### src/rtl/mips_pkg.sv
// Shared MIPS encoding definitions: instruction formats, loader states and field widths.
package mips_pkg;

   localparam int OP_W     = 6;
   localparam int REG_W    = 5;
   localparam int FUNCT_W  = 6;
   localparam int IMM_W    = 16;
   localparam int TARGET_W = 26;
   localparam int INSTR_W  = 32;

   typedef enum logic [1:0] {
      FMT_R   = 2'd0,
      FMT_I   = 2'd1,
      FMT_J   = 2'd2,
      FMT_END = 2'd3
   } instr_fmt_t;

   typedef enum logic [1:0] {
      ST_IDLE = 2'd0,
      ST_LOAD = 2'd1,
      ST_DONE = 2'd2
   } loader_state_t;

endpackage

### src/rtl/instr_packer.sv
// Combinational packer: selects the fields relevant to the format and builds the 32-bit MIPS word.
module instr_packer
   import mips_pkg::*;
(
   input  instr_fmt_t            fmt,
   input  logic [OP_W-1:0]       op,
   input  logic [REG_W-1:0]      rs,
   input  logic [REG_W-1:0]      rt,
   input  logic [REG_W-1:0]      rd,
   input  logic [REG_W-1:0]      shamt,
   input  logic [FUNCT_W-1:0]    funct,
   input  logic [IMM_W-1:0]      imm,
   input  logic [TARGET_W-1:0]   target,
   output logic [INSTR_W-1:0]    word
);

   always_comb begin
      word = '0;
      case (fmt)
         FMT_R:   word = {op, rs, rt, rd, shamt, funct};
         FMT_I:   word = {op, rs, rt, imm};
         FMT_J:   word = {op, target};
         default: word = '0;
      endcase
   end

endmodule

### src/rtl/imem_writer.sv
// Program loader: accepts field tuples, writes encoded words to consecutive addresses from 0,
// and keeps the core in reset until the program is complete.
module imem_writer
   import mips_pkg::*;
#(
   parameter int ADDR_W = 6
) (
   input  logic                 clk_i,
   input  logic                 reset_i,
   input  logic                 start_i,
   input  logic                 valid_i,
   output logic                 ready_o,
   input  logic [1:0]           fmt_i2,
   input  logic [5:0]           op_i6,
   input  logic [4:0]           rs_i5,
   input  logic [4:0]           rt_i5,
   input  logic [4:0]           rd_i5,
   input  logic [4:0]           shamt_i5,
   input  logic [5:0]           funct_i6,
   input  logic [15:0]          imm_i16,
   input  logic [25:0]          target_i26,
   output logic                 wmem_en_o,
   output logic [ADDR_W-1:0]    wmem_addr_o,
   output logic [31:0]          wmem_data_o32,
   output logic [ADDR_W:0]      count_o,
   output logic                 cpu_reset_o,
   output logic                 done_o,
   output logic                 full_o
);

   localparam int DEPTH = 1 << ADDR_W;
   localparam logic [ADDR_W:0] LAST_IDX = (ADDR_W+1)'(DEPTH - 1);

   loader_state_t          state_reg;
   logic                   ready_reg;
   logic                   wmem_en_reg;
   logic [ADDR_W-1:0]      wmem_addr_reg;
   logic [31:0]            wmem_data_reg;
   logic [ADDR_W:0]        count_reg;
   logic                   cpu_reset_reg;
   logic                   done_reg;
   logic                   full_reg;
   logic [31:0]            packed_word;
   instr_fmt_t             fmt;

   assign fmt = instr_fmt_t'(fmt_i2);

   instr_packer u_packer (
      .fmt    (fmt),
      .op     (op_i6),
      .rs     (rs_i5),
      .rt     (rt_i5),
      .rd     (rd_i5),
      .shamt  (shamt_i5),
      .funct  (funct_i6),
      .imm    (imm_i16),
      .target (target_i26),
      .word   (packed_word)
   );

   // count_reg tracks accepted words; the write address of a word is the count before it.
   always_ff @(posedge clk_i) begin
      if (reset_i) begin
         state_reg     <= ST_IDLE;
         ready_reg     <= 1'b0;
         wmem_en_reg   <= 1'b0;
         wmem_addr_reg <= '0;
         wmem_data_reg <= '0;
         count_reg     <= '0;
         cpu_reset_reg <= 1'b1;
         done_reg      <= 1'b0;
         full_reg      <= 1'b0;
      end else begin
         wmem_en_reg <= 1'b0;
         case (state_reg)
            ST_IDLE, ST_DONE: begin
               if (start_i) begin
                  state_reg     <= ST_LOAD;
                  ready_reg     <= 1'b1;
                  count_reg     <= '0;
                  cpu_reset_reg <= 1'b1;
                  done_reg      <= 1'b0;
                  full_reg      <= 1'b0;
               end
            end
            ST_LOAD: begin
               if (valid_i && ready_reg) begin
                  if (fmt == FMT_END) begin
                     state_reg     <= ST_DONE;
                     ready_reg     <= 1'b0;
                     done_reg      <= 1'b1;
                     cpu_reset_reg <= 1'b0;
                  end else begin
                     wmem_en_reg   <= 1'b1;
                     wmem_addr_reg <= count_reg[ADDR_W-1:0];
                     wmem_data_reg <= packed_word;
                     count_reg     <= count_reg + 1'b1;
                     if (count_reg == LAST_IDX) begin
                        state_reg     <= ST_DONE;
                        ready_reg     <= 1'b0;
                        done_reg      <= 1'b1;
                        full_reg      <= 1'b1;
                        cpu_reset_reg <= 1'b0;
                     end
                  end
               end
            end
            default: state_reg <= ST_IDLE;
         endcase
      end
   end

   assign ready_o       = ready_reg;
   assign wmem_en_o     = wmem_en_reg;
   assign wmem_addr_o   = wmem_addr_reg;
   assign wmem_data_o32 = wmem_data_reg;
   assign count_o       = count_reg;
   assign cpu_reset_o   = cpu_reset_reg;
   assign done_o        = done_reg;
   assign full_o        = full_reg;

endmodule

### config.mk
export PLATFORM = sky130hd
export DESIGN_NAME = imem_writer
export DESIGN_NICKNAME = d
export VERILOG_FILES = /design/src/rtl/mips_pkg.sv /design/src/rtl/instr_packer.sv /design/src/rtl/imem_writer.sv
export SDC_FILE = /design/constraint.sdc
export NUM_CORES = 1
export LEC_CHECK = 0
export CAP_MARGIN = 15
export CELL_PAD_IN_SITES_DETAIL_PLACEMENT = 1
export CELL_PAD_IN_SITES_GLOBAL_PLACEMENT = 1
export CORE_UTILIZATION = 26
export DETAILED_ROUTE_END_ITERATION = 8
export GPL_TIMING_DRIVEN = 0
export PLACE_DENSITY = 0.86
export SLEW_MARGIN = 40
export SYNTH_ARGS = -nofsm -noshare
export SYNTH_HDL_FRONTEND = slang
export SYNTH_SLANG_ARGS = --single-unit
### constraint.sdc
create_clock -name clk_i -period 1.6 [get_ports clk_i]
set_clock_uncertainty 0.05 [all_clocks]
set_input_delay 0.24 -clock clk_i [delete_from_list [all_inputs] [get_ports clk_i]]
set_output_delay 0.24 -clock clk_i [all_outputs]
set_load 0.05 [all_outputs]
==> results.sh <==
export IMPL_p_int_uw=2060
export IMPL_ys_ff_latch=52
export IMPL_drc=0
export IMPL_netSwitchingFraction_pct=28.3
export IMPL_criticalPathCategory="reg2reg"
export IMPL_avgRoutedWirePerCell_um=15.5
export IMPL_numCtsBuffers=5
export IMPL_clock_latency_ns=0.30
export IMPL_rsz0062_at_grt="true"
export IMPL_nNetsFinal=495
export IMPL_critPathRequiredTime_ns=1.78
export IMPL_syn_num_nets=359
export IMPL_dr_pass1_iters=4
export IMPL_antennaDiodeCount=0
export IMPL_fin_setup_tns_ns=0
export IMPL_cts_num_sinks=52
export IMPL_hold_depth=4
export IMPL_fmaxAchievable_ghz=0.632
export IMPL_die_h_um=96.1
export IMPL_yosysWarnings=0
export IMPL_slew_headroom_pct=64.3
export IMPL_synth_top_area_share_pct=45.2
export IMPL_hp_class="in2reg"
export IMPL_ys_flop_type="dfxtp_1"
export IMPL_yosysMostFrequentCell="dfxtp_1"
export IMPL_drt_iter0_drc=46
export IMPL_grt_pass1_wl_um=12300
export IMPL_syn2layout_area_growth_pct=68.0
export IMPL_power_density_nw_per_um2=744
export IMPL_p_leak_uw=0.00165
export IMPL_grt_start_max_net_pins=17
export IMPL_root_buffer="clkbuf_8"
export IMPL_ys_seq_area_share_pct=45.2
export IMPL_hold_buffers=0
export IMPL_yosysTopAreaCell="dfxtp_1"
export IMPL_largest_register_ffs=32
export IMPL_clockBufferDepth=2
export IMPL_place_inst=510
export IMPL_slew_viol_final=0
export IMPL_yosys_top_cells_area="dfxtp_1, nor2_1, mux2i_1"
export IMPL_finalCritPeriodShare_pct=98.9
export IMPL_seq_power_share_pct=47.4
export IMPL_drt_antenna_violating_nets=0
export IMPL_syn_instance_count=278
export IMPL_setup_slack_ns=0.0176
export IMPL_vias=2520
export IMPL_core_area_um2=8380
export IMPL_synthTopCellsByCount="dfxtp_1, nor2_1, nor3_1"
export IMPL_initial_utilization_pct=27.5
export IMPL_async_flop_share_pct=0
export IMPL_dp_hpwl_um=6230
export IMPL_maxCapViolCount=0
export IMPL_cp_num_buf_inv=1
export IMPL_grt_antenna_before_repair=0
export IMPL_io_pins=130
export IMPL_clk_pin_slew_ns=0.09
export IMPL_cpPeakStageDelay_ns=0.38
export IMPL_synth_distinct_cells=35
export IMPL_routed_wl_um=8050
export IMPL_via_per_inst=4.85
export IMPL_rows=33
export IMPL_pre_cts_ws_ns=-0.523
export IMPL_die_width_um=96.1
export IMPL_worstPathCellList="a21o_1 -> a221o_1 -> buf_6 -> or3_1 -> a21oi_1"
export IMPL_synth_edf_count=0
export IMPL_r2r_worst_path_cells=5
export IMPL_die_area_um2=9230
export IMPL_switchingPower_uw=815
export IMPL_layout_cells_non_filler=520
export IMPL_syn_area_per_cell_um2=8.28
export IMPL_path_delay_family="compound AO/OA/AOI/OAI gates"
export IMPL_arrival_ns=1.76
export IMPL_setup_viol=0
export IMPL_gr_total_overflow=0
export IMPL_htreeDepth=2
export IMPL_power_frac_clock_pct=29.2
export IMPL_slowest_stage="dfxtp_4"
export IMPL_ir_drop_mv=0.310
export IMPL_cts_tree="built"
export IMPL_fin_crit_ns=1.58
export IMPL_p_comb_share_pct=23.4
export IMPL_cp_max_fo=5
export IMPL_numPortBuffers=127
export IMPL_crit_path_start_kind="flip-flop"
export IMPL_crit_cells=5
export IMPL_place_gp_congestion=0.770
export IMPL_drive_gt1_share_pct=12.0
export IMPL_status="finished clean"
export IMPL_endpoint_kind="flip-flop"
export IMPL_grt_use_total_pct=17.4
export IMPL_grt_pass1_vias=2574
export IMPL_totalPowerFinal_uw=2880
export IMPL_final_hold_violation_count=0
export IMPL_netlist_area_um2=2300
export IMPL_tightest_slew_ns=0.538
repair_timing:
action	in CTS	in global routing
setup buffers	0	2
gates resized for setup	62	22
pin swaps	2	4
gates cloned	0	1
endpoints found under the setup margin	94	40
final cells by class:
type                       instances  area, µm²
buffer                            21        120
tap                              105        131
timing repair buffer             130       1230
clock inverter                     2       11.3
fill                             998       4520
sequential                        52       1060
clock buffer                       6       93.8
multi-input combinational        201       1200
inverter                           3       11.3
worst reg2reg max path: cells and delay by family, from the launching register on:
family                 cells  cell delay [ns]
flip-flops                 1             0.38
buffers and inverters      1             0.15
AO/OA/AOI/OAI              3             0.64
AND/OR/NAND/NOR            1             0.30
cells by family after synthesis:
group                    Yosys count  synth area share, %
buffers and inverters             25                 5.11
multiplexers                      17                 7.40
AND/OR/NAND/NOR                  125                 24.0
adder cells (fa/ha/maj)            1                0.544
AO/OA/AOI/OAI                     58                 17.7
flip-flops                        52                 45.2
final timing paths:
path                  start             end  slack, ns
max            state_reg[1]      count_o[4]       0.02
max reg2reg    state_reg[1]      count_o[4]       0.02
min reg2reg  wmem_addr_o[1]  wmem_addr_o[1]       0.40
min                 valid_i    state_reg[0]       0.33
metrics by stage:
| stage | utilization [%] | hold slack, ns | area (µm²) |
|---|---|---|---|
| final | 46.1 | 0.326 | 3870 |
| after global routing | 46.1 | 0.351 | 3870 |
| after CTS | 45.3 | 0.387 | 3800 |
| after detailed placement | 44.4 | 0.397 | 3720 |
| after floorplan | - | 0.326 | 2320 |
| after global placement | 44.4 | 0.392 | 3720 |
power by group through the flow:
stage | clock network (µW) | registers [µW] | logic (µW)
6_report | 841 | 1360 | 674
3_3_place_gp | 0 | 1380 | 634
4_1_cts | 871 | 1360 | 648
3_5_place_dp | 0 | 1390 | 653
2_1_floorplan | 0 | 1500 | 217
5_1_grt | 925 | 1370 | 727
layout by cell type, fill, tap and decap left out, types with 6 or more instances in the layout:
master	Yosys	layout
clkbuf_2	0	7
nand2_1	28	27
mux2i_1	17	17
buf_2	7	6
a21oi_1	15	15
a211oi_1	18	18
dlygate4sd2_1	0	48
nor2_1	50	49
nor3_1	29	28
clkdlybuf4s50_1	0	76
a221oi_1	10	9
dfxtp_1	52	43
metal layers:
| metal | share of wire, % | up-vias | track usage, % |
|---|---|---|---|
| met4 | 0.39 | 0 | 3.86 |
| met2 | 54 | 89 | 33.3 |
| met3 | 7.6 | 2 | 5.29 |
| li1 | - | 1253 | - |
| met1 | 38 | 1176 | 18.4 |
| met5 | 0 | - | 0 |
No activity file was read; power rests on OpenSTA's default activity.
